File: src/rtl/spi_mem_arbiter.sv
// spi_mem_arbiter
// Shares one single-bit SPI memory (mode 0, 0x03 READ / 0x02 WRITE, 24-bit
// address) between the instruction-fetch port (16-bit word reads) and the
// data port (8-bit reads/writes). Round-robin arbitration in IDLE, then the
// full CS/SCLK/MOSI/MISO sequence for the winner.
//
// Ports:
//   clk, rst_n                 system clock, asynchronous active-low reset
//   if_req/if_addr             fetch request and word address
//   if_rdata/if_ready          fetched word (big-endian) and completion pulse
//   d_req/d_we/d_addr/d_wdata  data request, write enable, byte address, data
//   d_rdata/d_ready            read byte and completion pulse
//   spi_cs_n/spi_sclk          chip select (active low), SPI clock (idle low)
//   spi_mosi/spi_mosi_oe       io0 data and its output enable
//   spi_miso                   io1 data from memory
//   busy                       high whenever the FSM is not in IDLE
//
// Handshake: a requester raises req with its address/we/wdata and holds them
// until its ready pulse. Everything is latched at grant, so later changes are
// ignored; dropping req after grant does not cancel the transaction. A req
// still high in the IDLE cycle after ready is a new request.
module spi_mem_arbiter #(
  parameter int unsigned CLK_DIV   = 1,
  parameter logic [23:0] IF_BASE   = 24'h000000,
  parameter logic [23:0] DATA_BASE = 24'h010000
) (
  input  logic        clk,
  input  logic        rst_n,
  input  logic        if_req,
  input  logic [15:0] if_addr,
  output logic [15:0] if_rdata,
  output logic        if_ready,
  input  logic        d_req,
  input  logic        d_we,
  input  logic [7:0]  d_addr,
  input  logic [7:0]  d_wdata,
  output logic [7:0]  d_rdata,
  output logic        d_ready,
  output logic        spi_cs_n,
  output logic        spi_sclk,
  output logic        spi_mosi,
  output logic        spi_mosi_oe,
  input  logic        spi_miso,
  output logic        busy
);

  localparam logic [2:0] S_IDLE = 3'd0;
  localparam logic [2:0] S_CMD  = 3'd1;
  localparam logic [2:0] S_ADDR = 3'd2;
  localparam logic [2:0] S_DATA = 3'd3;
  localparam logic [2:0] S_DONE = 3'd4;

  // Phase counter runs 0 .. 2*CLK_DIV-1 within one bit: low half, then high half.
  localparam int unsigned PH_W = (CLK_DIV > 1) ? $clog2(2 * CLK_DIV) : 1;
  localparam logic [PH_W-1:0] PH_LAST = PH_W'(2 * CLK_DIV - 1);
  localparam logic [PH_W-1:0] PH_RISE = PH_W'(CLK_DIV - 1);
  localparam logic [PH_W-1:0] PH_HIGH = PH_W'(CLK_DIV);

  logic [2:0]      state;
  logic [PH_W-1:0] ph;
  logic [5:0]      bit_cnt;
  logic [47:0]     tx_sr;
  logic [15:0]     rx_sr;
  logic            cur_fetch;
  logic            cur_we;
  logic            last_grant_data;

  logic            in_bits;
  logic            bit_end;
  logic [5:0]      last_bit;
  logic            grant_if;
  logic            grant_d;
  logic [23:0]     fetch_addr;
  logic [23:0]     data_addr;

  assign in_bits  = (state == S_CMD) || (state == S_ADDR) || (state == S_DATA);
  assign bit_end  = in_bits && (ph == PH_LAST);
  assign last_bit = cur_fetch ? 6'd47 : 6'd39;

  // On a tie the port that did not win last time goes first.
  assign grant_if = if_req && (!d_req || last_grant_data);
  assign grant_d  = d_req && !grant_if;

  // 24-bit sums wrap silently.
  assign fetch_addr = IF_BASE + {7'b0, if_addr, 1'b0};
  assign data_addr  = DATA_BASE + {16'b0, d_addr};

  assign spi_cs_n    = !in_bits;
  assign spi_sclk    = in_bits && (ph >= PH_HIGH);
  assign spi_mosi_oe = (state == S_CMD) || (state == S_ADDR) || ((state == S_DATA) && cur_we);
  assign spi_mosi    = spi_mosi_oe && tx_sr[47];
  assign if_ready    = (state == S_DONE) && cur_fetch;
  assign d_ready     = (state == S_DONE) && !cur_fetch;
  assign busy        = (state != S_IDLE);

  always_ff @(posedge clk or negedge rst_n) begin
    if (!rst_n) begin
      state           <= S_IDLE;
      ph              <= '0;
      bit_cnt         <= '0;
      tx_sr           <= '0;
      rx_sr           <= '0;
      cur_fetch       <= 1'b0;
      cur_we          <= 1'b0;
      last_grant_data <= 1'b1;
      if_rdata        <= '0;
      d_rdata         <= '0;
    end else begin
      case (state)
        S_IDLE: begin
          if (grant_if || grant_d) begin
            state           <= S_CMD;
            ph              <= '0;
            bit_cnt         <= '0;
            cur_fetch       <= grant_if;
            cur_we          <= grant_d && d_we;
            last_grant_data <= grant_d;
            // Whole frame preloaded MSB first: command, address, write byte.
            if (grant_if) tx_sr <= {8'h03, fetch_addr, 16'h0000};
            else          tx_sr <= {(d_we ? 8'h02 : 8'h03), data_addr, d_wdata, 8'h00};
          end
        end
        S_CMD, S_ADDR, S_DATA: begin
          // MISO is taken on the edge where SCLK goes high.
          if ((state == S_DATA) && (ph == PH_RISE)) rx_sr <= {rx_sr[14:0], spi_miso};
          if (bit_end) begin
            ph      <= '0;
            tx_sr   <= {tx_sr[46:0], 1'b0};
            bit_cnt <= bit_cnt + 6'd1;
            if (bit_cnt == last_bit) begin
              state <= S_DONE;
              // Results become visible in DONE, alongside the ready pulse.
              if (cur_fetch)    if_rdata <= rx_sr;
              else if (!cur_we) d_rdata  <= rx_sr[7:0];
            end else if (bit_cnt == 6'd7) begin
              state <= S_ADDR;
            end else if (bit_cnt == 6'd31) begin
              state <= S_DATA;
            end
          end else begin
            ph <= ph + 1'b1;
          end
        end
        S_DONE:  state <= S_IDLE;
        default: state <= S_IDLE;
      endcase
    end
  end

endmodule

File: config.mk
export PLATFORM = sky130hd
export DESIGN_NAME = spi_mem_arbiter
export DESIGN_NICKNAME = d
export VERILOG_FILES = /design/src/rtl/spi_mem_arbiter.sv
export SDC_FILE = /design/constraint.sdc
export NUM_CORES = 1
export LEC_CHECK = 0
export BUFFER_PORTS_ARGS = -buffer_cell sky130_fd_sc_hd__buf_2
export CORE_ASPECT_RATIO = 1.1
export CORE_MARGIN = 1
export CORE_UTILIZATION = 60
export DETAILED_ROUTE_END_ITERATION = 10
export PLACE_DENSITY_LB_ADDON = 0.08
export SLEW_MARGIN = 10
export SYNTH_ARGS = -nofsm -noshare
export SYNTH_HDL_FRONTEND = slang
export SYNTH_SLANG_ARGS = --single-unit
File: constraint.sdc
create_clock -name clk -period 3.45 [get_ports clk]
set_input_delay 0.1725 -clock clk [delete_from_list [all_inputs] [get_ports clk]]
set_output_delay 0.1725 -clock clk [all_outputs]
set_load 0.005 [all_outputs]
==> results of run 1 <==
cells in the final DEF (no fill, tap or decap), types with 3 or more instances in the layout:
cell | synthesis | final
dfrtp_1 | 92 | 92
buf_2 | 7 | 67
mux2_2 | 41 | 41
nand2_1 | 32 | 32
nor2_1 | 18 | 18
a22oi_1 | 17 | 16
o21ai_0 | 14 | 14
a22o_1 | 13 | 13
clkbuf_8 | 0 | 9
a211oi_1 | 8 | 8
o31ai_1 | 8 | 8
inv_1 | 7 | 7
a21boi_0 | 7 | 7
o21ai_1 | 6 | 6
and3_1 | 5 | 5
and2_1 | 5 | 5
nand3_1 | 5 | 5
xor2_1 | 5 | 5
inv_6 | 0 | 4
nor3_1 | 3 | 3
bufinv_16 | 0 | 3
buf_4 | 3 | 3
layout make-up:
type | instances | area [um2]
Sequential cell | 93 | 2330
Clock buffer | 9 | 124
Tap cell | 80 | 100
Multi-Input combinational cell | 212 | 1550
Inverter | 7 | 26.3
Clock inverter | 7 | 125
Timing Repair Buffer | 72 | 388
Fill cell | 449 | 1670
flip-flops by register name, indices dropped and copies added, names as in the netlist:
register,count
bit_cnt,6
cur_fetch,1
cur_we,1
d_rdata,8
if_rdata,16
last_grant_data,1
ph,1
rx_sr,16
state,3
tx_sr,40
worst max-delay path: cells and delay by family, from the launching register on:
| family | cells | cell delay, ns |
|---|---|---|
| buf+inv | 2 | 0.46 |
| simple gates | 2 | 0.39 |
| flops | 1 | 0.46 |
| compound gates | 1 | 0.53 |
cell families after synthesis:
logic type	after synthesis	synth area share (%)
flip-flops	93	58.0
AO/OA/AOI/OAI	85	15.2
AND/OR/NAND/NOR	78	9.79
multiplexers	42	11.8
buffers and inverters	29	3.59
XOR/XNOR	6	1.31
adder cells (fa/ha/maj)	1	0.312
power by group:
part | switching [uW] | internal (uW)
Combinational | 33.8 | 19.6
Clock | 399 | 492
Sequential | 0 | 1090
final timing paths:
check                                           end  cells after the start
max reg2reg                if_rdata[14]$_DFFE_PN0P_                      4
min                            rx_sr[0]$_DFFE_PN0P_                      2
max                                        spi_mosi                      5
min reg2reg                   tx_sr[25]$_DFFE_PN0P_                      2
max in group asynchronous    d_rdata[4]$_DFFE_PN0P_                      3
min in group asynchronous     tx_sr[21]$_DFFE_PN0P_                      2
repair_timing:
item                      in CTS  in global routing
hold endpoints to repair      62                  0
hold buffers                   1                  0
buffers inserted               0                  0
metal layers:
metal	vias to the layer above	share of wire, %
li1	1321	-
met1	1369	46
met2	69	49
met3	10	4.5
met4	0	1.4
met5	-	0
through the flow:
step | setup slack [ns] | hold slack, ns | power [uW] | util [%] | cell area, um2
detailed placement | 1.07 | 0.319 | 1170 | 69.4 | 4380
finish | 1.08 | 0.0506 | 2030 | 73.5 | 4640
CTS | 1.02 | 0.0344 | 2050 | 73.5 | 4640
global route | 0.928 | 0.0484 | 2090 | 73.5 | 4640
floorplan | 1.61 | -0.123 | 1120 | - | 4010
global placement | 1.14 | 0.306 | 1160 | 69.4 | 4380
==> results.sh, run 1 <==
export IMPL_drt_drc_violations_left=0
export IMPL_setup_viol_count_final=0
export IMPL_cts_buffers=9
export IMPL_dp_final_hpwl_um=5080
export IMPL_die_y_um=87.8
export IMPL_clock_sinks=93
export IMPL_powerDensity_nw_per_um2=439
export IMPL_clk_path_buf_depth=2
export IMPL_critPathCaptureType="output port"
export IMPL_grt_use_met2_pct=39.2
export IMPL_cts_tree="built"
export IMPL_netlist_top_cells_count="dfrtp_1, mux2_2, nand2_1, nor2_1, a22oi_1"
export IMPL_synth_seq_area_share_pct=58.0
export IMPL_ys_types=44
export IMPL_vias=2769
export IMPL_rsz0062_at_grt="false"
export IMPL_rr_startpoint="state[2]$_DFFE_PN0P_"
export IMPL_slew_viol_final=0
export IMPL_busiest_layer="met2"
export IMPL_drt_first_pass_iters=4
export IMPL_drt_initial_drc_count=152
export IMPL_worstHoldStart="spi_miso"
export IMPL_core_area_um2=6310
export IMPL_synth_area_um2=4010
export IMPL_start_util_pct=63.6
export IMPL_post_cts_resized=0
export IMPL_synth_edf_count=0
export IMPL_wl_per_cell_um=16.0
export IMPL_synthDominantCellAreaShare_pct=57.4
export IMPL_grt_util_met3_pct=4.69
export IMPL_clkTransAtPathRegs_ns=0.09
export IMPL_finalNetCount=434
export IMPL_final_cell_count_no_fill=480
export IMPL_numPortBuffers=68
export IMPL_die_w_um=80.0
export IMPL_globalplace_congestion=0.796
export IMPL_post_route_period_util_pct=68.8
export IMPL_die_area_um2=7020
export IMPL_synth_most_common_cell="dfrtp_1"
export IMPL_dp_cells=463
export IMPL_grtUsageTotal_pct=23.6
export IMPL_worst_path_max_fanout=33
export IMPL_tns_ns=0
export IMPL_syn_num_nets=373
export IMPL_cpMaxStageDelayCell="o21ba_4"
export IMPL_wl_um=7700
export IMPL_postSynthAreaPerCell_um2=12.0
export IMPL_htree_levels=3
export IMPL_synth_seq_cells=93
export IMPL_drive_above_1_share_pct=34.0
export IMPL_start_kind="flop"
export IMPL_tightest_slew_ns=0.804
export IMPL_fin_crit_ns=2.37
export IMPL_async_flop_share_pct=100
export IMPL_vias_per_cell=5.77
export IMPL_grt_pass1_vias=2716
export IMPL_slew_headroom_pct=46.4
export IMPL_crit_chain="o21ba_4 > inv_1 > nor2_1 > and2_1 > buf_2"
export IMPL_hp_class="primary input to flop"
export IMPL_root_buffer="clkbuf_8"
export IMPL_grt_util_met1_pct=30.7
export IMPL_yosysTopAreaCell="dfrtp_1"
export IMPL_grt_max_degree=65
export IMPL_fin_skew_ns=0.0114
export IMPL_synth_cells=334
export IMPL_synth_warnings=0
export IMPL_synthTopCellsByArea="dfrtp_1, mux2_2, a22oi_1"
export IMPL_gr_total_overflow=0
export IMPL_grt_pass1_wl_um=12700
export IMPL_slowest_delay_ns=0.53
export IMPL_syn_to_final_growth_pct=15.6
export IMPL_ys_flop_type="dfrtp_1"
export IMPL_grt_antenna_before_repair=0
export IMPL_antenna_cells=0
export IMPL_p_leak_uw=0.00231
export IMPL_outcome="finished clean"
export IMPL_path_class="flop to output port"
export IMPL_critPathRequiredTime_ns=3.28
export IMPL_hold_viol=0
export IMPL_maxCapViolCount=0
export IMPL_design_portCount=69
export IMPL_clk_insertion_delay_late_ns=0.35
export IMPL_irDropWorstVdd_v=0.000348
export IMPL_timing_fmax_ghz=0.421
export IMPL_worstPathArrival_ns=2.20
export IMPL_ant_nets=0
export IMPL_row_count=30
export IMPL_regToRegSetupSlack_ns=1.10
export IMPL_cp_startpoint="state[2]$_DFFE_PN0P_"
Note: power is estimated with default switching activity, not from simulation.
==> run 2, diff against run 1 <==
ABC_AREA = 1   (was not set)
CORE_UTILIZATION = 56   (was 60)
clock period = 2.45 ns   (was 3.45 ns; I/O delays follow)
==> run 2 against run 1 <==
Compared with the run above: largest cell class unchanged; non-clock buffer count rose by 4; the run now ends with DRC left; critical path type is now flop to flop; largest power group unchanged; design area up 3.2%; first-iteration DRC count rose by 50%; cell count grew 28%.
==> results.sh, run 2 <==
export IMPL_outcome="finished, violations left"
export IMPL_violations="DRC"
export IMPL_post_cts_resized=0
export IMPL_globalplace_congestion=0.816
export IMPL_drt_first_pass_iters=8
export IMPL_tightest_slew_ns=0.887
export IMPL_grtUsageTotal_pct=24.1
export IMPL_clk_insertion_delay_late_ns=0.36
export IMPL_gr_total_overflow=0
export IMPL_post_route_period_util_pct=80.8
export IMPL_holdWs_ns=0.0285
export IMPL_post_route_util_pct=66.7
export IMPL_place_ws_ns=0.474
export IMPL_postSynthAreaPerCell_um2=9.11
export IMPL_syn_to_final_growth_pct=13.4
export IMPL_regMostFlops="tx_sr"
export IMPL_synthDominantCellAreaShare_pct=54.6
export IMPL_wl_um=8710
export IMPL_ys_types=32
export IMPL_ff2ff_path_depth=8
export IMPL_design_portCount=69
export IMPL_synth_edf_count=0
export IMPL_slew_viol_final=0
export IMPL_grt_max_degree=57
export IMPL_antenna_cells=0
export IMPL_die_y_um=93.0
export IMPL_start_util_pct=58.9
export IMPL_synth_warnings=0
export IMPL_root_buffer="clkbuf_8"
export IMPL_ys_flop_type="dfrtp_1"
export IMPL_fin_skew_ns=0.0105
export IMPL_clock_sinks=93
export IMPL_regToRegSetupSlack_ns=0.47
export IMPL_path_class="flop to flop"
export IMPL_htree_levels=3
export IMPL_core_area_um2=7170
export IMPL_finalNetCount=563
export IMPL_synth_most_common_cell="nand2_1"
export IMPL_syn_num_nets=502
export IMPL_grt_pass1_vias=3127
export IMPL_min_to="rx_sr[0]$_DFFE_PN0P_"
export IMPL_tns_ns=0
export IMPL_hold_depth=3
export IMPL_hp_class="primary input to flop"
export IMPL_async_flop_share_pct=100
export IMPL_netlist_top_cells_count="nand2_1, dfrtp_1, inv_1, o21ai_0, nand3_1"
export IMPL_vias=3278
export IMPL_dp_final_hpwl_um=5770
export IMPL_irDropWorstVdd_v=0.000522
export IMPL_critPathRequiredTime_ns=2.68
export IMPL_hold_viol=0
export IMPL_mostFrequentLayoutCells="nand2_1, dfrtp_1, buf_2, inv_1, o21ai_0"
export IMPL_worst_path_max_fanout=31
export IMPL_synth_seq_cells=93
export IMPL_synthTopCellsByArea="dfrtp_1, nand2_1, o21ai_0"
export IMPL_largest_register_ffs=40
export IMPL_numPortBuffers=68
export IMPL_rr_startpoint="bit_cnt[0]$_DFFE_PN0P_"
export IMPL_vias_per_cell=5.34
export IMPL_worstPathArrival_ns=2.21
export IMPL_row_count=32
export IMPL_rr_endpoint="if_rdata[0]$_DFFE_PN0P_"
export IMPL_synth_seq_area_share_pct=55.2
export IMPL_cts_tree="built"
export IMPL_grt_antenna_before_repair=0
export IMPL_p_leak_uw=0.00236
export IMPL_cts_buffers=9
export IMPL_die_area_um2=7890
export IMPL_synth_cells=463
export IMPL_yosysTopAreaCell="dfrtp_1"
export IMPL_final_common_cell="nand2_1"
export IMPL_drt_drc_violations_left=9
export IMPL_timing_fmax_ghz=0.505
export IMPL_hold_buffers=1
export IMPL_grt_pass1_wl_um=14800
export IMPL_wl_per_cell_um=14.2
export IMPL_critPathCaptureType="flop"
export IMPL_post_cts_setup_buffer_count=0
export IMPL_rsz0062_at_grt="false"
export IMPL_die_w_um=84.8
export IMPL_maxCapViolCount=0
export IMPL_clkTransAtPathRegs_ns=0.09
export IMPL_slew_headroom_pct=40.7
export IMPL_ant_nets=0
export IMPL_powerDensity_nw_per_um2=1110
export IMPL_synth_area_um2=4220
export IMPL_reg_top3="tx_sr (40), if_rdata (16), rx_sr (16)"
export IMPL_setup_viol_count_final=0
export IMPL_p_total_uw=5310
export IMPL_start_kind="flop"
export IMPL_clk_path_buf_depth=2
export IMPL_fin_crit_ns=1.98
export IMPL_drt_initial_drc_count=228
export IMPL_worstHoldStart="spi_miso"
export IMPL_drive_above_1_share_pct=25.1
export IMPL_layout_setup_ws_ns=0.471
## run 2: cell count changes after synthesis, sizes merged, moves of 7 or more
cell	delta
a22oi	-16
a22o	-12
nand3	+32
a21boi	-7
a211oi	-7
o22ai	+14
mux2	-41
inv	+51
nand2	+74
o21ai	+55
o31ai	-8
a31oi	+9
## run 2: power by group
| part | internal [uW] | leakage [uW] | switching (uW) |
|---|---|---|---|
| Sequential | 1990 | 0.00122 | 224 |
| Combinational | 636 | 0.00104 | 1340 |
| Clock | 578 | 0.000106 | 546 |
| Total | 3200 | 0.00236 | 2110 |
## run 2: cells by family after synthesis
group | after synthesis | share of synthesized area (%)
AOI/OAI and AO/OA | 111 | 16.3
buffers and inverters | 84 | 9.22
and+or+nand+nor | 171 | 18.4
xor gates and xnor gates | 3 | 0.623
adders and majority gates | 1 | 0.297
DFF | 93 | 55.2
## run 2: how the worst max path moves through the flow
stage | from | to | slack (ns) | cells after the start
2_1_floorplan | bit_cnt[0]$_DFFE_PN0P_ | d_rdata[6]$_DFFE_PN0P_ | 0.93 | 9
3_3_place_gp | bit_cnt[0]$_DFFE_PN0P_ | if_rdata[1]$_DFFE_PN0P_ | 0.55 | 8
3_5_place_dp | bit_cnt[0]$_DFFE_PN0P_ | if_rdata[0]$_DFFE_PN0P_ | 0.47 | 8
4_1_cts | bit_cnt[1]$_DFFE_PN0P_ | if_rdata[0]$_DFFE_PN0P_ | 0.45 | 8
5_1_grt | bit_cnt[0]$_DFFE_PN0P_ | if_rdata[5]$_DFFE_PN0P_ | 0.28 | 8
6_report | bit_cnt[0]$_DFFE_PN0P_ | if_rdata[0]$_DFFE_PN0P_ | 0.47 | 8
## run 2: critical path, stage by stage, from the launching register on
cell     delay [ns]
dfrtp_1        0.41
ha_1           0.26
nand2_1        0.09
nor2_2         0.15
nand3_4        0.12
nor2_8         0.13
nand2_2        0.40
nand2_1        0.21
o21ai_2        0.07
## run 2: layer usage
metal  part of all wire [%]  track usage [%]  up-vias
met5                      0                0        -
met4                   0.86             6.92        0
met3                    5.3             5.03        6
met2                     50             42.1       82
met1                     44             30.4     1558
li1                       -                -     1632
## run 2: through the flow
step / cells / cell area (um2)
floorplan: 463 / 4220
global placement: 597 / 4550
detailed placement: 597 / 4550
CTS: 614 / 4780
global route: 614 / 4780
finish: 614 / 4780
## run 2: final cells by class
type                    instances  area [um2]
well taps                      85         106
repair buffers                 76         405
clock inverters                 7        97.6
clock buffers                   9         124
fillers                       604        2380
flip-flops and latches         93        2330
multi-input cells             286        1500
inverters                      58         220
==> run 3, diff against run 2 <==
CORE_UTILIZATION = 51   (was 56)
clock period = 1.7 ns   (was 2.45 ns; I/O delays follow)
==> run 3 against run 2 <==
Compared with the run above: the run now ends clean; routed wire length is 0.85% higher; worst setup slack worse by 0.36 ns; non-clock buffer count is 13 higher; largest power group unchanged.
==> results.sh, run 3 (same netlist as run 2, synthesis figures left out) <==
export IMPL_p_int_uw=4680
export IMPL_swShare_pct=39.7
export IMPL_cts_buffers=9
export IMPL_vias=3312
export IMPL_wl_um=8780
export IMPL_p_total_uw=7760
export IMPL_ff2ff_path_depth=9
export IMPL_slew_viol_final=0
export IMPL_setup_viol_count_final=0
export IMPL_worstPathArrival_ns=1.83
export IMPL_tns_ns=0
export IMPL_power_frac_seq_pct=41.1
export IMPL_grt_antenna_before_repair=0
export IMPL_regToRegSetupSlack_ns=0.11
export IMPL_die_y_um=97.4
export IMPL_drt_drc_violations_left=0
export IMPL_vias_per_cell=5.09
export IMPL_irDropWorstVdd_v=0.000808
export IMPL_worstHoldStart="if_req"
export IMPL_critPathCaptureType="flop"
export IMPL_drt_first_pass_iters=4
export IMPL_critPathRequiredTime_ns=1.95
export IMPL_gr_total_overflow=0
export IMPL_grtUsageTotal_pct=21.2
export IMPL_core_area_um2=7960
export IMPL_rr_startpoint="bit_cnt[1]$_DFFE_PN0P_"
export IMPL_die_w_um=88.7
export IMPL_clock_sinks=93
export IMPL_root_buffer="clkbuf_8"
export IMPL_clk_insertion_delay_late_ns=0.35
export IMPL_antenna_cells=0
export IMPL_tightest_slew_ns=0.504
export IMPL_p_comb_share_pct=39.9
export IMPL_final_cell_count_no_fill=651
export IMPL_drt_initial_drc_count=152
export IMPL_htree_levels=3
export IMPL_cpMaxStageDelayCell="dfrtp_1"
export IMPL_start_kind="flop"
export IMPL_p_switching_uw=3080
export IMPL_mostFrequentLayoutCells="nand2_1, dfrtp_1, buf_2, inv_1, o21ai_0"
export IMPL_reg_top3="tx_sr (40), if_rdata (16), rx_sr (16)"
export IMPL_worst_path_max_fanout=16
export IMPL_regMostFlops="tx_sr"
export IMPL_largest_register_ffs=40
export IMPL_clk_path_buf_depth=2
export IMPL_min_to="last_grant_data$_DFFE_PN1P_"
export IMPL_post_route_period_util_pct=93.4
export IMPL_final_common_cell="nand2_1"
export IMPL_hold_viol=0
export IMPL_ant_nets=0
export IMPL_grt_pass1_vias=3112
export IMPL_cts_tree="built"
export IMPL_slowest_delay_ns=0.41
export IMPL_syn_to_final_growth_pct=18.4
export IMPL_drive_above_1_share_pct=26.5
export IMPL_powerDensity_nw_per_um2=1550
export IMPL_hp_class="primary input to flop"
export IMPL_power_frac_clock_pct=18.9
export IMPL_finalNetCount=577
export IMPL_clkTransAtPathRegs_ns=0.10
export IMPL_dp_final_hpwl_um=5730
export IMPL_grt_max_degree=94
export IMPL_outcome="finished clean"
export IMPL_globalplace_congestion=0.814
export IMPL_crit_chain="ha_2 > nand2_1 > nor2_4 > nand3_4 > nor2_8 > nand2_2 > buf_12 > nand2_1 > o21ai_2"
export IMPL_grt_pass1_wl_um=14200
export IMPL_timing_fmax_ghz=0.630
export IMPL_post_route_util_pct=62.8
export IMPL_fin_skew_ns=0.0139
export IMPL_die_area_um2=8640
export IMPL_cp_common_cell="nand2_1"
export IMPL_p_leak_uw=0.00245
export IMPL_rr_endpoint="if_rdata[9]$_DFFE_PN0P_"
export IMPL_wl_per_cell_um=13.5
export IMPL_row_count=34
export IMPL_start_util_pct=53.0
export IMPL_design_portCount=69
export IMPL_path_class="flop to flop"
export IMPL_hold_depth=4
export IMPL_numPortBuffers=68
export IMPL_rsz0062_at_grt="true"
export IMPL_maxCapViolCount=0
export IMPL_fin_crit_ns=1.59
export IMPL_holdWs_ns=0.0167
export IMPL_slew_headroom_pct=66.4
export IMPL_dp_cells=627
==> run 3: how the worst max path moves through the flow <==
stage	from	end	slack (ns)	cells past startpoint
finish	bit_cnt[1]$_DFFE_PN0P_	if_rdata[9]$_DFFE_PN0P_	0.11	9
global route	bit_cnt[0]$_DFFE_PN0P_	if_rdata[11]$_DFFE_PN0P_	-0.01	8
CTS	state[2]$_DFFE_PN0P_	spi_mosi	0.09	5
detailed placement	state[1]$_DFFE_PN0P_	bit_cnt[2]$_DFFE_PN0P_	0.10	9
global placement	state[1]$_DFFE_PN0P_	bit_cnt[2]$_DFFE_PN0P_	0.13	9
floorplan	bit_cnt[0]$_DFFE_PN0P_	d_rdata[6]$_DFFE_PN0P_	0.18	9
==> run 3: area by class of cell <==
type	count	area [um2]
flip-flops and latches	93	2330
repair buffers	89	584
fillers	700	2960
clock inverters	7	73.8
well taps	108	135
clock buffers	9	124
inverters	58	220
multi-input cells	287	1530
==> run 3: metrics by stage <==
step,instance area [um2],setup WS (ns)
2_1_floorplan,4220,0.178
3_3_place_gp,4680,0.130
3_5_place_dp,4680,0.101
4_1_cts,4930,0.0892
5_1_grt,4990,-0.0114
6_report,4990,0.112
==> run 3: what timing repair did <==
action	in CTS	in global routing
gates resized for setup	0	4
hold buffers	5	0
setup buffers	0	1
hold endpoints to repair	96	0
setup endpoints to repair	0	10
==> run 3: power by group through the flow <==
stage / logic, uW / clock network (uW) / registers [uW]
CTS: 3090 / 1520 / 3180
floorplan: 2320 / 0 / 3140
global route: 3530 / 1600 / 3270
finish: 3100 / 1470 / 3190
global placement: 3020 / 0 / 3210
detailed placement: 3080 / 0 / 3220
==> run 3: worst max-delay path, delay by kind of cell (launching register included) <==
family,cells,cell delay [ns]
buffers and inverters,1,0.17
adders and majority gates,1,0.20
AOI/OAI and AO/OA,1,0.06
and+or+nand+nor,6,0.66
DFF,1,0.41
==> run 3: metal layers <==
layer	track usage [%]	vias to the layer above	wire length [um]
li1	-	1665	-
met1	27.1	1559	3920
met2	34.6	73	4310
met3	4.25	15	377
met4	8.81	0	179
met5	0	-	0
